$ cat config.mk
export PLATFORM = sky130hd
export DESIGN_NAME = vga_color_line_gen
export DESIGN_NICKNAME = d
export VERILOG_FILES = /design/src/rtl/vga_pkg.sv /design/src/rtl/vga_timing.sv /design/src/rtl/vga_color_line_gen.sv
export SDC_FILE = /design/constraint.sdc
export NUM_CORES = 1
export LEC_CHECK = 0
export BUFFER_PORTS_ARGS = -buffer_cell sky130_fd_sc_hd__clkbuf_2
export CELL_PAD_IN_SITES_DETAIL_PLACEMENT = 1
export CELL_PAD_IN_SITES_GLOBAL_PLACEMENT = 2
export CORE_AREA = 2 2 71 73
export DETAILED_ROUTE_END_ITERATION = 6
export DIE_AREA = 0 0 73 75
export GPL_ROUTABILITY_DRIVEN = 0
export GPL_TIMING_DRIVEN = 0
export PLACE_DENSITY_LB_ADDON = 0.1
export SLEW_MARGIN = 0
export SYNTH_ARGS = -nofsm -noshare
export SYNTH_HDL_FRONTEND = slang
export SYNTH_SLANG_ARGS = --single-unit
export TNS_END_PERCENT = 50
$ cat constraint.sdc
create_clock -name CLK -period 1.95 [get_ports CLK]
set_input_delay 0.39 -clock CLK [delete_from_list [all_inputs] [get_ports CLK]]
set_output_delay 0.39 -clock CLK [all_outputs]
set_load 0.1 [all_outputs]
$ cat src/rtl/vga_pkg.sv
// Shared 640x480@60 Hz timing constants and the 3-bit to 4-bit colour expansion
// used by the VGA colour-fill generator.
package vga_pkg;

  localparam int CNT_W = 10;

  localparam int VGA_CLK_DIV   = 4;
  localparam int VGA_H_VISIBLE = 640;
  localparam int VGA_H_FRONT   = 16;
  localparam int VGA_H_SYNC    = 96;
  localparam int VGA_H_BACK    = 48;
  localparam int VGA_V_VISIBLE = 480;
  localparam int VGA_V_FRONT   = 10;
  localparam int VGA_V_SYNC    = 2;
  localparam int VGA_V_BACK    = 33;

  localparam int VGA_H_TOTAL = VGA_H_VISIBLE + VGA_H_FRONT + VGA_H_SYNC + VGA_H_BACK;
  localparam int VGA_V_TOTAL = VGA_V_VISIBLE + VGA_V_FRONT + VGA_V_SYNC + VGA_V_BACK;

  localparam int VGA_H_SYNC_START = VGA_H_VISIBLE + VGA_H_FRONT;
  localparam int VGA_H_SYNC_END   = VGA_H_SYNC_START + VGA_H_SYNC - 1;
  localparam int VGA_V_SYNC_START = VGA_V_VISIBLE + VGA_V_FRONT;
  localparam int VGA_V_SYNC_END   = VGA_V_SYNC_START + VGA_V_SYNC - 1;

  // Replicating the MSB spreads 0..7 evenly over 0..15 (7 -> F, 4 -> 9).
  function automatic logic [3:0] expand3to4(input logic [2:0] c);
    return {c, c[2]};
  endfunction

endpackage

$ cat src/rtl/vga_timing.sv
// Pixel-tick divider plus horizontal/vertical counters; decodes the active area
// and the active-low sync windows from the current counter position.
module vga_timing
  import vga_pkg::*;
#(
  parameter int CLK_DIV   = VGA_CLK_DIV,
  parameter int H_VISIBLE = VGA_H_VISIBLE,
  parameter int H_FRONT   = VGA_H_FRONT,
  parameter int H_SYNC    = VGA_H_SYNC,
  parameter int H_BACK    = VGA_H_BACK,
  parameter int V_VISIBLE = VGA_V_VISIBLE,
  parameter int V_FRONT   = VGA_V_FRONT,
  parameter int V_SYNC    = VGA_V_SYNC,
  parameter int V_BACK    = VGA_V_BACK
) (
  input  logic clk,
  input  logic rst,
  output logic tick,
  output logic active,
  output logic hsync_n,
  output logic vsync_n
);

  localparam int H_TOTAL  = H_VISIBLE + H_FRONT + H_SYNC + H_BACK;
  localparam int V_TOTAL  = V_VISIBLE + V_FRONT + V_SYNC + V_BACK;
  localparam int HS_START = H_VISIBLE + H_FRONT;
  localparam int HS_END   = HS_START + H_SYNC - 1;
  localparam int VS_START = V_VISIBLE + V_FRONT;
  localparam int VS_END   = VS_START + V_SYNC - 1;
  localparam int DIV_W    = (CLK_DIV > 1) ? $clog2(CLK_DIV) : 1;

  logic [DIV_W-1:0] div;
  logic [CNT_W-1:0] h_cnt;
  logic [CNT_W-1:0] v_cnt;
  logic             h_last;
  logic             v_last;

  // With CLK_DIV=1 the divider sits at 0 and every cycle is a tick.
  assign tick   = (div == DIV_W'(CLK_DIV - 1));
  assign h_last = (h_cnt == CNT_W'(H_TOTAL - 1));
  assign v_last = (v_cnt == CNT_W'(V_TOTAL - 1));

  always_ff @(posedge clk or posedge rst) begin
    if (rst) begin
      div <= '0;
    end else if (tick) begin
      div <= '0;
    end else begin
      div <= div + DIV_W'(1);
    end
  end

  always_ff @(posedge clk or posedge rst) begin
    if (rst) begin
      h_cnt <= '0;
      v_cnt <= '0;
    end else if (tick) begin
      if (h_last) begin
        h_cnt <= '0;
        v_cnt <= v_last ? '0 : v_cnt + CNT_W'(1);
      end else begin
        h_cnt <= h_cnt + CNT_W'(1);
      end
    end
  end

  assign active  = (h_cnt < CNT_W'(H_VISIBLE)) && (v_cnt < CNT_W'(V_VISIBLE));
  assign hsync_n = !((h_cnt >= CNT_W'(HS_START)) && (h_cnt <= CNT_W'(HS_END)));
  assign vsync_n = !((v_cnt >= CNT_W'(VS_START)) && (v_cnt <= CNT_W'(VS_END)));

endmodule

$ cat src/rtl/vga_color_line_gen.sv
// VGA 640x480 solid-colour generator: registers sync and blanked colour on each
// pixel tick so all pins change together, one tick after the counter position.
module vga_color_line_gen
  import vga_pkg::*;
#(
  parameter int CLK_DIV   = VGA_CLK_DIV,
  parameter int H_VISIBLE = VGA_H_VISIBLE,
  parameter int H_FRONT   = VGA_H_FRONT,
  parameter int H_SYNC    = VGA_H_SYNC,
  parameter int H_BACK    = VGA_H_BACK,
  parameter int V_VISIBLE = VGA_V_VISIBLE,
  parameter int V_FRONT   = VGA_V_FRONT,
  parameter int V_SYNC    = VGA_V_SYNC,
  parameter int V_BACK    = VGA_V_BACK
) (
  input  logic       CLK,
  input  logic       RST_N,
  input  logic [8:0] RGB,
  output logic       VGA_HSYNC,
  output logic       VGA_VSYNC,
  output logic [3:0] VGA_RED,
  output logic [3:0] VGA_GREEN,
  output logic [3:0] VGA_BLUE
);

  logic tick;
  logic active;
  logic hsync_n;
  logic vsync_n;

  vga_timing #(
    .CLK_DIV  (CLK_DIV),
    .H_VISIBLE(H_VISIBLE),
    .H_FRONT  (H_FRONT),
    .H_SYNC   (H_SYNC),
    .H_BACK   (H_BACK),
    .V_VISIBLE(V_VISIBLE),
    .V_FRONT  (V_FRONT),
    .V_SYNC   (V_SYNC),
    .V_BACK   (V_BACK)
  ) u_timing (
    .clk    (CLK),
    .rst    (RST_N),
    .tick   (tick),
    .active (active),
    .hsync_n(hsync_n),
    .vsync_n(vsync_n)
  );

  // RST_N is active-high despite its name.
  always_ff @(posedge CLK or posedge RST_N) begin
    if (RST_N) begin
      VGA_HSYNC <= 1'b1;
      VGA_VSYNC <= 1'b1;
      VGA_RED   <= 4'h0;
      VGA_GREEN <= 4'h0;
      VGA_BLUE  <= 4'h0;
    end else if (tick) begin
      VGA_HSYNC <= hsync_n;
      VGA_VSYNC <= vsync_n;
      VGA_RED   <= active ? expand3to4(RGB[8:6]) : 4'h0;
      VGA_GREEN <= active ? expand3to4(RGB[5:3]) : 4'h0;
      VGA_BLUE  <= active ? expand3to4(RGB[2:0]) : 4'h0;
    end
  end

endmodule

==> out/results.tsv <==
metric	value	unit
required time of the critical path	2.15	ns
Final period util	92.6	%
Reg2Reg Depth	5	
Gate Count Post-Synth	154	
vias	1236	
# IOs	25	
slew margin rel.	52.9	%
status	finished clean	
Final Hold Viols	0	
filler cell count	548	
vias per cell	5.15	
port buffer count	24	
Tmin final	1.81	ns
GR Overflow Total	0	
MaxCap Viol Count	0	
synth cell count leaders	dfrtp_1, o21ai_0, inv_1	
clock skew	0.00629	ns
final WL	3.51	mm
Mean Syn Cell Area	10.4	sq um
CTS Hold Bufs	0	
CP cell instances	ha_1 > and4_4 > nand3_4 > or4_1 > a22oi_1	
area share of the largest cell type after synthesis	48.5	%
vias in the first global route	1332	
Synth warnings	0	
VDD IR max	281	uV
TNS Setup	0	ns
Hold/Removal Path Class	input port to async pin	
initial core utilization	34.3	%
GRT Resource Usage Total	15.0	%
count leader, synth	dfrtp_1	
Max H-tree Level	2	
CTS Buffer Depth	2	
Post-Layout Cell Count	240	
core area	4660	sq um
Crit. End Element	flop	
max-slew violations	0	
post-synthesis net count	171	
Synth area leader	dfrtp_1	
Synth async-reset ratio	100	%
unique cell type count in the Yosys netlist	37	
#FFs+latches synth	33	
sequential element share of the synthesized area	51.8	%
Synth area leaders	dfrtp_1, ha_1, o21ai_0	
WS Path Type	flop to flop	
number of gates resized after cts	0	
Final nets	202	
Antenna Nets Post-Route	0	
max incr delay on CP	0.53	ns
CP max-delay cell	or4_1	
CTS sink cnt	33	
Post-Place Cells	232	
die area	5480	sq um
fraction of layout instances using a drive strength above 1	25.8	%
RSZ-0062 raised after global routing	no	
number of buffers created by CTS	5	
main flop type after synthesis	dfrtp_1	
CP startpoint kind	flop	
chip width	73	microns
overall die height	75	microns
worst-margin pin slew	0.705	ns
Clock transition at path regs	0.07	ns
first-pass GRT wire length	6.20	mm
final setup vio count	0	
Pre-antenna DRT Iters	4	
total design power	1.37	mW
DRC	0	
number of diodes	0	
Highest Clock Rate	0.554	GHz
Post-synth EDFFs	0	
postcts setup bufs	0	
clk_lat worst skew	0.28	ns
CP arrival	2.00	ns
# rows	25	
Reg area	828	sq um
post-route setup slack	0.145	ns
Layout area overhead	17.4	%
Worst Path Max Fanout	8	
initial antenna violation count	0	
largest net degree at the start of global routing	34	
P_leak	0.883	nW
DP Wirelength	2.57	mm
Mapped Area	1600	sq um
WL per Instance	14.6	microns
DR iter-0 viols	45	
area of the multi-input gates	673	sq um
Post-Place Worst Slack	0.0749	ns
TritonCTS clock tree	built	
PwrDens	728	nW/um^2
clock root buffer	clkbuf_8	
==> path summary, 6_finish.rpt <==
kind,start,endpoint,slack [ns]
hold reg to reg,u_timing.div[0],u_timing.div[0],0.44
min in group CLK,RGB[2],VGA_BLUE[0],0.31
max in group asynchronous,RST_N,u_timing.v_cnt[4],1.29
setup reg to reg,u_timing.h_cnt[0],u_timing.v_cnt[9],0.14
setup / recovery,u_timing.h_cnt[0],u_timing.v_cnt[9],0.14
hold / removal,RST_N,VGA_RED[0],0.21
==> registers in the layout, summed over array words and instances, names as in the netlist <==
name,cells
VGA_BLUE,3
u_timing.h_cnt,10
VGA_HSYNC,1
VGA_VSYNC,1
u_timing.div,2
VGA_RED,3
VGA_GREEN,3
u_timing.v_cnt,10
==> power by group <==
group | leakage, nW | internal, mW | switching [mW] | total [mW]
registers | 0.419 | 0.694 | 0.00535 | 0.700
clock network | 0.0455 | 0.288 | 0.236 | 0.524
logic | 0.419 | 0.0220 | 0.121 | 0.143
==> kinds of logic (layout without fill, tap and decap cells) <==
logic type,Yosys count,after routing,synth area share [%]
adders and majority gates,6,6,4.69
muxes,3,3,2.03
buffers and inverters,21,53,6.10
DFF,33,33,51.8
xor gates and xnor gates,11,11,6.03
and+or+nand+nor,55,55,20.2
AOI/OAI and AO/OA,25,25,9.16
==> cell type report <==
cell class              instances  area share (%)
flip-flops and latches         33            44.1
multi-input cells             100            35.8
repair buffers                 24            6.40
clock buffers                   8            4.80
well taps                      54            3.60
inverters                      14            2.80
plain buffers                   7            2.47
==> cell usage in the layout, fill, tap and decap left out, types with 2 or more instances in the layout <==
cell      netlist  layout
inv_1          14      13
nor2_1         12      12
and3_1          3       3
xnor2_1         8       8
and4_1          2       2
and3_2          2       2
dfrtp_1        31      31
clkbuf_1        3       4
nand2_1        12      12
nand3_1         6       6
clkbuf_2        0      25
clkbuf_8        0       6
a21oi_1         4       4
mux2_2          2       2
buf_4           3       3
o21ai_0        15      15
ha_1            6       6
dfstp_2         2       2
nor4b_1         2       2
xor2_1          3       3
nand4_1         5       5
nor3_1          2       2
==> per-stage QoR <==
stage | instance area [sq um] | utilization, % | hold slack, ns
2_1_floorplan | 1600 | - | 0.403
3_3_place_gp | 1790 | 38.3 | 0.420
3_5_place_dp | 1790 | 38.3 | 0.426
4_1_cts | 1880 | 40.3 | 0.306
5_1_grt | 1880 | 40.3 | 0.274
6_report | 1880 | 40.3 | 0.208
==> critical path, delay by kind of cell (launching register included) <==
kind,cells,cell delay [ns]
AND/OR/NAND/NOR,3,0.94
AO/OA/AOI/OAI,1,0.16
adder cells (fa/ha/maj),1,0.22
flip-flops,1,0.40
==> metal layers <==
| metal | vias up | global-route usage (%) | share of wire [%] |
|---|---|---|---|
| li1 | 589 | - | - |
| met1 | 613 | 18.3 | 45 |
| met2 | 28 | 25.3 | 50 |
| met3 | 6 | 4.15 | 4.0 |
| met4 | 0 | 5.56 | 1.5 |
| met5 | - | 0 | 0 |
(Power assumes the default switching activity.)
